### src/rtl/tart_ctrl_pkg.sv
// rtl/tart_ctrl_pkg.sv - shared state encoding and defaults for the correlator run controller
package tart_ctrl_pkg;

  typedef enum logic [1:0] {
    ST_IDLE  = 2'd0,
    ST_ARM   = 2'd1,
    ST_RUN   = 2'd2,
    ST_DRAIN = 2'd3
  } state_t;

  localparam int DRAIN_MAX_DEF = 4096;

endpackage

### src/rtl/ctrl_timeout.sv
// rtl/ctrl_timeout.sv - loadable down-counter with zero flag
module ctrl_timeout #(
  parameter int WIDTH = 12
) (
  input  logic             clock,
  input  logic             areset_n,
  input  logic             load_i,
  input  logic [WIDTH-1:0] value_i,
  input  logic             enable_i,
  output logic             zero_o
);

  logic [WIDTH-1:0] count_q;

  // Load wins over decrement; the counter parks at zero instead of wrapping.
  always_ff @(posedge clock or negedge areset_n) begin
    if (!areset_n) begin
      count_q <= '0;
    end else if (load_i) begin
      count_q <= value_i;
    end else if (enable_i && (count_q != '0)) begin
      count_q <= count_q - 1'b1;
    end
  end

  assign zero_o = (count_q == '0);

endmodule

### src/rtl/vis_scheduler.sv
// rtl/vis_scheduler.sv - run controller for the correlator datapath in the vis clock domain
module vis_scheduler
  import tart_ctrl_pkg::*;
#(
  parameter int CWIDTH    = 26,
  parameter int FWIDTH    = 16,
  parameter int DRAIN_MAX = DRAIN_MAX_DEF
) (
  input  logic              clock,
  input  logic              areset_n,
  input  logic              cfg_start_i,
  input  logic              cfg_stop_i,
  input  logic [CWIDTH-1:0] cfg_count_i,
  input  logic [FWIDTH-1:0] cfg_frames_i,
  input  logic              sig_valid_i,
  input  logic              sig_first_i,
  input  logic              acc_valid_i,
  input  logic              acc_last_i,
  input  logic              acc_ready_i,
  output logic              cor_enable_o,
  output logic [CWIDTH-1:0] acc_count_o,
  output logic              busy_o,
  output logic              start_o,
  output logic              done_o,
  output logic              abort_o,
  output logic              overflow_o,
  output logic [FWIDTH-1:0] frames_o
);

  localparam int TW = (DRAIN_MAX > 1) ? $clog2(DRAIN_MAX) : 1;
  localparam logic [TW-1:0] TLOAD = TW'(DRAIN_MAX - 1);

  state_t            state_q;
  state_t            state_d;
  logic [FWIDTH-1:0] frames_cfg_q;

  logic              last_beat;
  logic              start_ok;
  logic              accept;
  logic [FWIDTH:0]   frames_plus;
  logic              frames_hit;
  logic              timer_zero;
  logic              timer_load;
  logic              drain_abort;

  logic              cor_enable_d;
  logic              busy_d;
  logic              start_d;
  logic              done_d;
  logic              abort_d;
  logic              overflow_d;
  logic [FWIDTH-1:0] frames_d;

  assign last_beat   = acc_valid_i && acc_last_i;
  assign start_ok    = cfg_start_i && (cfg_count_i != '0);
  assign accept      = (state_q == ST_IDLE) && start_ok;
  // One extra bit so the target compare is exact even when frames_o is all-ones.
  assign frames_plus = {1'b0, frames_o} + {{FWIDTH{1'b0}}, 1'b1};
  assign frames_hit  = (frames_cfg_q != '0) && (frames_plus == {1'b0, frames_cfg_q});
  assign timer_load  = (state_q == ST_RUN) && (state_d == ST_DRAIN);
  // A final beat arriving on the timeout cycle still counts as a clean drain.
  assign drain_abort = (state_q == ST_DRAIN) && !last_beat && timer_zero;

  ctrl_timeout #(
    .WIDTH(TW)
  ) u_drain_timer (
    .clock   (clock),
    .areset_n(areset_n),
    .load_i  (timer_load),
    .value_i (TLOAD),
    .enable_i(state_q == ST_DRAIN),
    .zero_o  (timer_zero)
  );

  // State register.
  always_ff @(posedge clock or negedge areset_n) begin
    if (!areset_n) begin
      state_q <= ST_IDLE;
    end else begin
      state_q <= state_d;
    end
  end

  // Next-state decode; stop has priority over a coincident block boundary in ARM.
  always_comb begin
    state_d = state_q;
    case (state_q)
      ST_IDLE:  if (start_ok) state_d = ST_ARM;
      ST_ARM: begin
        if (cfg_stop_i) begin
          state_d = ST_IDLE;
        end else if (sig_valid_i && sig_first_i) begin
          state_d = ST_RUN;
        end
      end
      ST_RUN: begin
        if (last_beat && (frames_hit || cfg_stop_i)) begin
          state_d = ST_IDLE;
        end else if (cfg_stop_i) begin
          state_d = ST_DRAIN;
        end
      end
      ST_DRAIN: if (last_beat || timer_zero) state_d = ST_IDLE;
      default:  state_d = ST_IDLE;
    endcase
  end

  // Next values of the registered outputs, derived from the current and next state.
  always_comb begin
    cor_enable_d = (state_d == ST_RUN);
    busy_d       = (state_d != ST_IDLE);
    start_d      = (state_q == ST_ARM) && (state_d == ST_RUN);
    done_d       = (state_q != ST_IDLE) && (state_d == ST_IDLE);

    abort_d = abort_o;
    if ((state_q == ST_IDLE) && cfg_start_i) begin
      abort_d = !start_ok;
    end else if (drain_abort) begin
      abort_d = 1'b1;
    end

    overflow_d = overflow_o;
    if (accept) begin
      overflow_d = 1'b0;
    end else if ((state_q != ST_IDLE) && acc_valid_i && !acc_ready_i) begin
      overflow_d = 1'b1;
    end

    frames_d = frames_o;
    if (accept) begin
      frames_d = '0;
    end else if (((state_q == ST_RUN) || (state_q == ST_DRAIN)) && last_beat && !(&frames_o)) begin
      frames_d = frames_plus[FWIDTH-1:0];
    end
  end

  // Output registers.
  always_ff @(posedge clock or negedge areset_n) begin
    if (!areset_n) begin
      cor_enable_o <= 1'b0;
      busy_o       <= 1'b0;
      start_o      <= 1'b0;
      done_o       <= 1'b0;
      abort_o      <= 1'b0;
      overflow_o   <= 1'b0;
      frames_o     <= '0;
    end else begin
      cor_enable_o <= cor_enable_d;
      busy_o       <= busy_d;
      start_o      <= start_d;
      done_o       <= done_d;
      abort_o      <= abort_d;
      overflow_o   <= overflow_d;
      frames_o     <= frames_d;
    end
  end

  // Configuration latch; only an accepted start may change it.
  always_ff @(posedge clock or negedge areset_n) begin
    if (!areset_n) begin
      acc_count_o  <= '0;
      frames_cfg_q <= '0;
    end else if (accept) begin
      acc_count_o  <= cfg_count_i;
      frames_cfg_q <= cfg_frames_i;
    end
  end

endmodule
### config.mk
export PLATFORM = sky130hd
export DESIGN_NAME = vis_scheduler
export DESIGN_NICKNAME = d
export VERILOG_FILES = /design/src/rtl/tart_ctrl_pkg.sv /design/src/rtl/ctrl_timeout.sv /design/src/rtl/vis_scheduler.sv
export SDC_FILE = /design/constraint.sdc
export NUM_CORES = 1
export LEC_CHECK = 0
export BUFFER_PORTS_ARGS = -buffer_cell sky130_fd_sc_hd__buf_2
export CAP_MARGIN = 20
export CORE_ASPECT_RATIO = 1.5
export CORE_UTILIZATION = 54
export CTS_CLUSTER_DIAMETER = 120
export DETAILED_ROUTE_END_ITERATION = 16
export GPL_TIMING_DRIVEN = 1
export PLACE_DENSITY = 0.8
export SLEW_MARGIN = 10
export SYNTH_ARGS = -nofsm -noshare
export SYNTH_HDL_FRONTEND = slang
export SYNTH_HIERARCHICAL = 1
export SYNTH_SLANG_ARGS = --single-unit
export TNS_END_PERCENT = 20
### constraint.sdc
create_clock -name clock -period 2.9 [get_ports clock]
set_input_delay 0.29 -clock clock [delete_from_list [all_inputs] [get_ports clock]]
set_output_delay 0.29 -clock clock [all_outputs]
set_load 0.1 [all_outputs]
==> metrics, run 1 <==
run status=finished, final reports clean; DRT iter0 DRCs=approximately 260; core area=around 7700 µm²; Power Dens Cells=about 1200 nW/µm²; starting density of the core=0.565; synth unique cells=66; setup bufs post-CTS=0; DIE WIDTH=around 75 µm; leakage power=2.31 nW; vias per std cell=roughly 5.8; Slew Viols, Final=0; Routed Antenna Nets=0; GRT Total Usage=0.266; GPL Wtd Cong=around 0.9; slew margin rel.=0.367; Setup Skew=roughly 6.4 ps; Post-Syn Area=between 4000 and 5000 µm²; Period minus WS final=around 2500 ps; EDFF count, synth=0; Place WS=about 460 ps; cts bufs inserted=9; final setup fails=0; fillcell total=~640; Worst-path clk slew=roughly 60 ps; ys flop type=dfrtp_1; largest net degree at the start of global routing=between 70 and 80; most numerous cell in the Yosys netlist=dfrtp_1; hold_buf cts=0; post-synth top area share=0.448; PostCTS Resize Cnt=0; Post-Syn Area per Cell=10.7 µm²; WL per Instance=roughly 17 µm; final WL=10.3 mm; type of origin of the critical path=flop; clk sink count=78; yosys warns=6; VDD IR-drop max=approximately 1.2 mV; dpl hpwl=between 7 and 8 mm; setup TNS=0 ps; Crit Path Class=flop to flop; io pins=just under 100; fmax=405 MHz; vias in the first global route=~3500; ant diodes=0; port buffer count=98; H-tree depth=3; Initial DRT Pass Iterations=5; Area contributors post-synth=dfrtp_1 (45%), mux2_2 (11%), nand2_1 (2.8%); Req. time, crit path=roughly 3100 ps; Clk Tree Root Cell=clkbuf_16; Layout Utilization=0.676; fraction of layout instances using a drive strength above 1=0.359; RR Endpoint=busy_o$_DFF_PN0_; CTS tree=done; worst-path maximum fanout=7; Die ar.=8430 µm²; Reg2Reg Depth=7; Final Hold Violating Endpoints=0; first-pass GRT wire length=16.8 mm; routed vias=3560; Nets=roughly 560; Cells after Synth=406; total power=around 6.3 mW; Least-Margin Pin Slew=~950 ps; Synth top cells by count=dfrtp_1 (78), mux2_2 (42), nand2_1 (32), nor2_1 (24), o21ai_1 (21); initial antenna violation count=0; biggest area consumer among synthesized cells=dfrtp_1; Residual DRC=0; DIE HEIGHT=around 110 µm; Seq cells post-synth=78; gr ovfl total=0; Reg2Reg Setup Slack=roughly 430 ps; worst min path class=input port to asynchronous set/reset pin; Worst Path Arrival=about 2700 ps; Area Growth Syn to Fin=19.7%; Clock Tree Buf Depth=2; R2R Path Start=frames_o[0]$_DFFE_PN0P_; Tcrit/Tclk final=0.851; post-synthesis sequential area ratio=0.448; max capacitance violation total=0; row count=39; fraction of registers with async set/reset=1.00; PnR worst setup slack=around 430 ps; RSZ-0062 raised after global routing=false; crit end category=flop; Skew-Pair Late Insertion Delay=around 340 ps
critical path, cell delays in order (launching register included):
cell,delay (ps)
dfrtp_1,490
ha_1,330
nand2_2,160
nor4_4,430
nor4b_2,290
o221ai_2,150
nor4_4,340
a31oi_1,140
cell type report:
| class | count | area, µm² | area share |
|---|---|---|---|
| clock buffers | 10 | 239 | 0.0459 |
| clock inverters | 6 | 70.1 | 0.0135 |
| inverters | 10 | 37.5 | 0.00721 |
| multi-input cells | 306 | 2250 | 0.431 |
| flip-flops and latches | 78 | 1950 | 0.375 |
| well taps | 102 | 128 | 0.0245 |
| repair buffers | 102 | 536 | 0.103 |
through the flow:
stage | instance area, µm² | hold slack, ps | std cells
6_report | 5210 | 102 | 614
5_1_grt | 5210 | 187 | 614
4_1_cts | 5210 | 144 | 614
3_5_place_dp | 4900 | 487 | 598
3_3_place_gp | 4900 | 472 | 598
2_1_floorplan | 4390 | -5.59 | 417
layer usage:
| layer | vias to the layer above | global-route usage | wire length (µm) |
|---|---|---|---|
| met5 | - | 0 | 0 |
| met4 | 0 | 0.142 | 388 |
| met3 | 33 | 0.0471 | 536 |
| met2 | 142 | 0.444 | 5350 |
| met1 | 1703 | 0.317 | 4000 |
| li1 | 1682 | - | - |
layout by cell type (no fill, tap or decap), types with 7 or more instances in the layout:
cell	Yosys	layout
a21oi_1	12	12
buf_2	8	97
clkbuf_16	0	9
conb_1	1	12
dfrtp_1	78	78
inv_1	10	10
mux2_2	42	42
nand2_1	32	32
nand3_1	13	13
nand4_1	9	9
nor2_1	24	24
nor4_1	9	9
o21ai_0	8	8
o21ai_1	21	21
o31ai_1	7	7
xnor2_1	13	13
xor2_1	9	9
power breakdown:
part / switching, mW / internal, mW / total, mW
Sequential: 0.388 / 1.52 / 1.91
Clock: 0.468 / 0.694 / 1.16
Combinational: 2.43 / 0.833 / 3.27
registers in the layout, summed over array words and instances (netlist names):
| signal | cells |
|---|---|
| acc_count_o | 26 |
| frames_cfg_q | 16 |
| cor_enable_o | 1 |
| state_q | 2 |
| abort_o | 1 |
| frames_o | 16 |
| busy_o | 1 |
| overflow_o | 1 |
| done_o | 1 |
| u_drain_timer/count_q | 12 |
| start_o | 1 |
cell families (layout without fill, tap and decap cells):
| logic type | Yosys count | count (layout) | synth area share |
|---|---|---|---|
| mux | 46 | 46 | 0.118 |
| buf+inv | 33 | 128 | 0.0460 |
| xor+xnor | 22 | 22 | 0.0443 |
| fa+ha+maj | 3 | 3 | 0.00862 |
| compound gates | 80 | 80 | 0.126 |
| other cells | 1 | 12 | 0.000861 |
| simple gates | 143 | 143 | 0.208 |
| flops | 78 | 78 | 0.448 |
worst max path at each step:
stage | startpoint | end | slack (ps) | depth (start not counted)
5_1_grt | frames_o[0]$_DFFE_PN0P_ | busy_o$_DFF_PN0_ | 180 | 7
3_5_place_dp | frames_o[0]$_DFFE_PN0P_ | busy_o$_DFF_PN0_ | 460 | 7
2_1_floorplan | frames_o[0]$_DFFE_PN0P_ | busy_o$_DFF_PN0_ | 20 | 7
3_3_place_gp | frames_o[0]$_DFFE_PN0P_ | busy_o$_DFF_PN0_ | 560 | 7
6_report | frames_o[0]$_DFFE_PN0P_ | busy_o$_DFF_PN0_ | 430 | 7
4_1_cts | frames_o[0]$_DFFE_PN0P_ | busy_o$_DFF_PN0_ | 440 | 7
Power figures use the tool's default switching activity.
==> run 2: changes to the inputs <==
Settings changed: ABC_AREA from default to 1.
==> run 2 against run 1 <==
  * Clock skew barely moved
  * Design area rose by 1.3%
  * Sequential share of layout area fell by 0.49 points
  * Combinational power rose by 3%
  * Area after synthesis fell by 0.95%
  * Non-clock buffer count rose by 2
  * Register-to-register slack got worse by 220 ps
  * Synthesized cell count rose by 45%
  * Core utilization rose by 1.3 points
  * Global-route usage rose by 3.1 points
  * Die area fell by 0.92%
  * Highest routed layer unchanged
==> metrics, run 2 <==
Power Dens Cells=1190 nW/µm² (was 1220 nW/µm²); worst setup path endpoint=frames_o[7]$_DFFE_PN0P_ (was busy_o$_DFF_PN0_); Slew Viols, Final=0 (unchanged); Gate power share=0.538 (was 0.515); Area Growth Syn to Fin=22.4% (was 19.7%); initial antenna violation count=0 (unchanged); fmax=372 MHz (was 405 MHz); Internal=2.87 mW (was 3.05 mW); slew margin rel.=0.370 (was 0.367); Sw Ratio=0.544 (was 0.519); crit end category=flop (unchanged); Die ar.=8350 µm² (was 8430 µm²); Worst path most repeated cell=nand2_2 (was nor4_4); yosys warns=6 (unchanged); WP buf/inv=1 (was 0); R2R Path Start=frames_o[0]$_DFFE_PN0P_ (unchanged); run status=finished, final reports clean (unchanged); WL per Instance=14.2 µm (was 16.7 µm); biggest regs=acc_count_o (26), frames_cfg_q (16), frames_o (16) (unchanged); placed inst area=4950 µm² (was 4900 µm²); Crit Path Class=flop to flop (unchanged); Non-Filler Cell Area, Final=5280 µm² (was 5210 µm²); EDFF count, synth=0 (unchanged); Synth top cells by count=nand2_1 (183), dfrtp_1 (78), nand3_1 (72), inv_1 (70), o21ai_0 (48) (was dfrtp_1 (78), mux2_2 (42), nand2_1 (32), nor2_1 (24), o21ai_1 (21)); first-pass GRT wire length=18.8 mm (was 16.8 mm); Seq cells post-synth=78 (unchanged); starting density of the core=0.563 (was 0.565); final setup fails=0 (unchanged); worst-path maximum fanout=15 (was 7); clk sink count=78 (unchanged); gr ovfl total=0 (unchanged); ys flop type=dfrtp_1 (unchanged); max capacitance violation total=0 (unchanged); fraction of layout instances using a drive strength above 1=0.217 (was 0.359); port buffer count=98 (unchanged); Reg2Reg Depth=9 (was 7); cell family with most CP delay=simple AND/OR/NAND/NOR gates (unchanged); FF+latch area=1950 µm² (unchanged); Skew-Pair Late Insertion Delay=340 ps (about the same); most numerous cell in the Yosys netlist=nand2_1 (was dfrtp_1); commonest non-fill, non-tap cells in the layout=nand2_1 (183), buf_2 (97), dfrtp_1 (78), nand3_1 (72), inv_1 (70) (was buf_2 (97), dfrtp_1 (78), mux2_2 (42), nand2_1 (32), nor2_1 (24)); RSZ-0062 raised after global routing=false (unchanged); Clk Tree Root Cell=clkbuf_16 (unchanged); met1 Track Usage GR=0.333 (was 0.317); DP Cell Count=789 (was 598); Place WS=294 ps (was 460 ps); largest net degree at the start of global routing=79 (unchanged); Reg power frac=0.284 (was 0.301); GPL Wtd Cong=0.962 (was 0.881); Routed Antenna Nets=0 (unchanged); DIE WIDTH=75.0 µm (was 75.3 µm); vias in the first global route=4152 (was 3520); Critical-path top delay cell=nor2_1 (was dfrtp_1); Non-Filler Instances=806 (was 614); total power=6.29 mW (was 6.34 mW); Worst Hold Launch=cfg_frames_i[13]; worst min path class=input port to flop (was input port to asynchronous set/reset pin); clock power share=0.178 (was 0.183); io pins=99 (unchanged); Crit path depth=9 (was 7); Req. time, crit path=3100 ps (about the same); PnR worst setup slack=210 ps (was 431 ps); critical-path cell list=ha_1, nand2_2, nor2_4, nand4_1, nor3_2, nor2_1, inv_2, nand2_2, o21ai_0 (was ha_1, nand2_2, nor4_4, nor4b_2, o221ai_2, nor4_4, a31oi_1); post-synthesis sequential area ratio=0.453 (was 0.448); GRT Max-Usage Layer=met2 (unchanged); Tcrit/Tclk final=0.928 (was 0.851); Residual DRC=0 (unchanged); row count=39 (unchanged); most common cell after layout, fill and taps aside=nand2_1 (was buf_2); ant diodes=0 (unchanged); setup TNS=0 ps (unchanged); Post-Syn Area=4310 µm² (was 4350 µm²); H-tree depth=3 (unchanged); CTS tree=done (unchanged); GR Layer Usage met2=0.509 (was 0.444); Setup Skew=6.40 ps (was 6.36 ps); RR Endpoint=frames_o[7]$_DFFE_PN0P_ (was busy_o$_DFF_PN0_); Clock Tree Buf Depth=2 (unchanged); Reg2Reg Setup Slack=210 ps (was 430 ps); Worst-path clk slew=60 ps (about the same); crit path from=frames_o[0]$_DFFE_PN0P_ (unchanged); GRT Total Usage=0.298 (was 0.266); max incr delay on CP=710 ps (was 490 ps); P_sw=3.42 mW (was 3.29 mW); Cells after Synth=587 (was 406); type of origin of the critical path=flop (unchanged); post-synth top area share=0.453 (was 0.448); biggest area consumer among synthesized cells=dfrtp_1 (unchanged); Area contributors post-synth=dfrtp_1 (45%), nand2_1 (16%), nand3_1 (8.4%) (was dfrtp_1 (45%), mux2_2 (11%), nand2_1 (2.8%)); Least-Margin Pin Slew=942 ps (was 949 ps); area of the multi-input gates=2070 µm² (was 2250 µm²); VDD IR-drop max=1.38 mV (was 1.19 mV); Initial DRT Pass Iterations=5 (unchanged); DIE HEIGHT=111 µm (was 112 µm); core area=7660 µm² (was 7710 µm²); fraction of registers with async set/reset=1.00 (unchanged); dpl hpwl=8.24 mm (was 7.56 mm); cts bufs inserted=9 (unchanged); routed vias=4331 (was 3560); final WL=11.5 mm (was 10.3 mm); synth unique cells=32 (was 66); leakage power=2.74 nW (was 2.31 nW); Largest Register=acc_count_o (unchanged); fillcell total=686 (was 636); Post-Syn Area per Cell=7.35 µm² (was 10.7 µm²); grt met3 use=0.0534 (was 0.0471); Nets=754 (was 561); Period minus WS final=2690 ps (was 2470 ps); DRT iter0 DRCs=212 (was 259); number of flip-flops in the largest register=26 (unchanged); Final Hold Violating Endpoints=0 (unchanged); Worst Path Arrival=2890 ps (was 2670 ps); vias per std cell=5.37 (was 5.80)
==> run 2: cell types whose count changed in the layout (fill, tap and decap cells not counted), sizes merged, moves of 8 or more <==
cell	before	now
nor4	14	3
nand2	34	193
mux2	42	0
nor2	24	49
nand3	15	76
xnor2	13	3
inv	11	72
o21ai	29	55
nand4	10	18
==> run 2: cell families after synthesis <==
family | share of synthesized area
buf+inv | 0.0769
fa+ha+maj | 0.00871
xor+xnor | 0.0102
compound gates | 0.0853
flops | 0.453
other cells | 0.000870
simple gates | 0.365
==> run 2: how the worst min path moves through the flow <==
stage                                         endpoint  slack [ps]  cells past startpoint
after floorplan                    abort_o$_DFFE_PN0P_          -6                      0
after global placement      acc_count_o[2]$_DFFE_PN0P_         450                      2
after detailed placement    acc_count_o[1]$_DFFE_PN0P_         460                      2
after CTS                  frames_cfg_q[0]$_DFFE_PN0P_         150                      3
after global routing      frames_cfg_q[11]$_DFFE_PN0P_         170                      3
final                     frames_cfg_q[13]$_DFFE_PN0P_         160                      3
==> run 2: tightest hold or removal path: cells and delay by family <==
family / cells / cell delay [ps]
AOI/OAI and AO/OA: 1 / 50
and+or+nand+nor: 1 / 40
buffers and inverters: 1 / 70
==> run 2: timing repair <==
item,CTS,global route
gates resized for setup,0,0
buffers inserted,0,0
hold endpoints to repair,0,23
hold buffers,0,1
==> run 2: cell type report <==
| type | count | area share |
|---|---|---|
| clock buffer | 12 | 0.0467 |
| clock inverter | 3 | 0.00853 |
| inverter | 73 | 0.0519 |
| multi-input combinational | 434 | 0.393 |
| sequential | 78 | 0.370 |
| tap | 102 | 0.0242 |
| timing repair buffer | 104 | 0.106 |
==> run 2: per-stage QoR <==
| step | util | hold slack (ps) |
|---|---|---|
| floorplan | - | -5.59 |
| global placement | 0.646 | 452 |
| detailed placement | 0.646 | 458 |
| CTS | 0.684 | 151 |
| global route | 0.689 | 172 |
| finish | 0.689 | 156 |
==> run 2: metal layers <==
metal	wire length [µm]	up-vias
met5	0	-
li1	-	2112
met2	6070	142
met1	4380	2038
met3	499	39
met4	506	0
==> run 2: power by group through the flow <==
stage,registers (mW),clock network (mW),logic [mW]
after global routing,1.83,1.18,3.63
after CTS,1.78,1.13,3.38
after floorplan,3.32,0,1.17
after detailed placement,1.79,0,3.36
after global placement,1.78,0,3.31
final,1.79,1.12,3.38
==> run 3: changes to the inputs <==
Settings changed: CORE_UTILIZATION 54 to 33, PLACE_DENSITY 0.8 to default.
==> run 3 against run 2 <==
  * First-iteration DRC count up 3.8%
  * Register-to-register slack better by 190 ps
  * Non-clock buffer count down 1
  * Global-route usage down 10 points
  * Worst hold slack better by 3.7 ps
  * Clock skew up 1.4 ps
  * Clock power about the same
  * Power up 0.41%
  * Cell count up 6.8%
  * Die area up 62%
  * Critical path type unchanged
  * Largest power group unchanged
==> metrics, run 3 (synthesized netlist as in run 2, its figures left out) <==
most common cell after layout, fill and taps aside=nand2_1 (unchanged); DIE HEIGHT=142 µm (was 111 µm); Final Hold Violating Endpoints=0 (unchanged); RSZ-0062 raised after global routing=false (unchanged); Hold WS=160 ps (was 156 ps); total power=6.32 mW (was 6.29 mW); Top Layer Used=met4 (unchanged); Layout Utilization=0.424 (was 0.689); Residual DRC=0 (unchanged); GPL Wtd Cong=0.838 (was 0.962); H-tree depth=3 (unchanged); worst-path maximum fanout=15 (unchanged); commonest non-fill, non-tap cells in the layout=nand2_1 (183), buf_2 (97), dfrtp_1 (78), nand3_1 (72), inv_1 (70) (unchanged); Setup Skew=7.81 ps (was 6.40 ps); Req. time, crit path=3090 ps (was 3100 ps); Period minus WS final=2500 ps (was 2690 ps); CTS tree=done (unchanged); Worst Path Arrival=2690 ps (was 2890 ps); GRT Total Usage=0.193 (was 0.298); largest net degree at the start of global routing=79 (unchanged); dpl hpwl=9.32 mm (was 8.24 mm); Nets=753 (was 754); Die ar.=13500 µm² (was 8350 µm²); Slew Viols, Final=0 (unchanged); core area=12600 µm² (was 7660 µm²); Non-Filler Instances=861 (was 806); P_sw=3.43 mW (was 3.42 mW); Crit Path Class=flop to flop (unchanged); Clock Tree Buf Depth=2 (unchanged); met3 WL=479 µm (was 499 µm); leakage power=2.75 nW (was 2.74 nW); starting density of the core=0.341 (was 0.563); final WL=12.4 mm (was 11.5 mm); run status=finished, final reports clean (unchanged); crit end category=flop (unchanged); DIE WIDTH=95.3 µm (was 75.0 µm); DRT iter0 DRCs=220 (was 212); port buffer count=98 (unchanged); Tcrit/Tclk final=0.863 (was 0.928); DP Cell Count=842 (was 789); gr ovfl total=0 (unchanged); worst min path class=input port to flop (unchanged); FF+latch area=1950 µm² (unchanged); Reg power frac=0.285 (was 0.284); Reg2Reg Setup Slack=400 ps (was 210 ps); Routed Antenna Nets=0 (unchanged); setup TNS=0 ps (unchanged); initial antenna violation count=1 (was 0); clk sink count=78 (unchanged); Clk Tree Root Cell=clkbuf_16 (unchanged); WL met2=6.72 mm (was 6.07 mm); number of flip-flops in the largest register=26 (unchanged); row count=50 (was 39); Skew-Pair Late Insertion Delay=330 ps (was 340 ps); Power Dens Cells=1180 nW/µm² (was 1190 nW/µm²); VDD IR-drop max=0.677 mV (was 1.38 mV); Gate power share=0.534 (was 0.538); Least-Margin Pin Slew=887 ps (was 942 ps); first-pass GRT wire length=19.7 mm (was 18.8 mm); slew margin rel.=0.408 (was 0.370); post-route met1 wirelength=4.89 mm (was 4.38 mm); io pins=99 (unchanged); Initial DRT Pass Iterations=4 (was 5); Worst-path clk slew=60 ps (about the same); fillcell total=1285 (was 686); max capacitance violation total=0 (unchanged); type of origin of the critical path=flop (unchanged); routed vias=4211 (was 4331); WL per Instance=14.4 µm (was 14.2 µm); fraction of layout instances using a drive strength above 1=0.220 (was 0.217); clock power share=0.181 (was 0.178); vias per std cell=4.89 (was 5.37); fmax=399 MHz (was 372 MHz); Sw Ratio=0.542 (was 0.544); vias in the first global route=3957 (was 4152); biggest regs=acc_count_o (26), frames_cfg_q (16), frames_o (16) (unchanged); final setup fails=0 (unchanged); area of the multi-input gates=2080 µm² (was 2070 µm²); Largest Register=acc_count_o (unchanged); cts bufs inserted=9 (unchanged); Internal=2.89 mW (was 2.87 mW); Area Growth Syn to Fin=24.3% (was 22.4%)
[run 3: cell count changes in the layout (fill, tap and decap cells not counted)]
cell and change:
clkinvlp_4 -2, nor2_1 -1, clkinv_2 +3, buf_4 -1, clkbuf_1 -1, diode_2 +1
clkbuf_8 +1, nor2_4 +1
[run 3: critical path, stage by stage, from the launching register on]
cell	delay, ps
dfrtp_1	470
ha_1	280
nand2_2	110
nor2_4	70
nand4_1	160
nor3_2	70
nor2_2	490
inv_2	210
nand2_2	350
o21ai_0	160
[run 3: worst paths after layout]
path / startpoint / endpoint / cells past startpoint
worst max-delay path: frames_o[0]$_DFFE_PN0P_ / frames_o[9]$_DFFE_PN0P_ / 9
worst min-delay path: cfg_frames_i[0] / frames_cfg_q[0]$_DFFE_PN0P_ / 3
worst max register to register: frames_o[0]$_DFFE_PN0P_ / frames_o[9]$_DFFE_PN0P_ / 9
worst min register to register: acc_count_o[24]$_DFFE_PN0P_ / acc_count_o[24]$_DFFE_PN0P_ / 2
max in group asynchronous: areset_n / frames_o[3]$_DFFE_PN0P_ / 3
min in group asynchronous: areset_n / u_drain_timer/count_q[4]$_DFFE_PN0P_ / 2
[run 3: layout make-up]
class / count / area share
diodes: 1 / 0.000467
clock buffers: 12 / 0.0479
clock inverters: 4 / 0.00841
inverters: 73 / 0.0511
multi-input cells: 434 / 0.388
flip-flops and latches: 78 / 0.364
well taps: 156 / 0.0364
repair buffers: 103 / 0.103
[run 3: per-stage QoR]
step	setup slack (ps)	instance area [µm²]
2_1_floorplan	336	4350
3_3_place_gp	70.9	5010
3_5_place_dp	46.6	5010
4_1_cts	29.1	5320
5_1_grt	120	5360
6_report	396	5360
[run 3: layer usage]
layer / vias up / track usage
met3: 20 / 0.0272
met5: - / 0
li1: 2107 / -
met4: 0 / 0.0813
met2: 108 / 0.343
met1: 1976 / 0.229
[run 3: power groups by stage]
stage / combinational [mW] / clock (mW) / sequential (mW)
after global routing: 3.64 / 1.22 / 1.85
after detailed placement: 3.38 / 0 / 1.82
final: 3.37 / 1.15 / 1.80
after floorplan: 1.17 / 0 / 3.32
after CTS: 3.39 / 1.18 / 1.80
after global placement: 3.34 / 0 / 1.82
[run 3: what timing repair did]
action	CTS	global route
hold endpoints to repair	0	17
endpoints found under the setup margin	0	15
gates resized for setup	0	1
hold buffers	0	1
buffers inserted	0	0
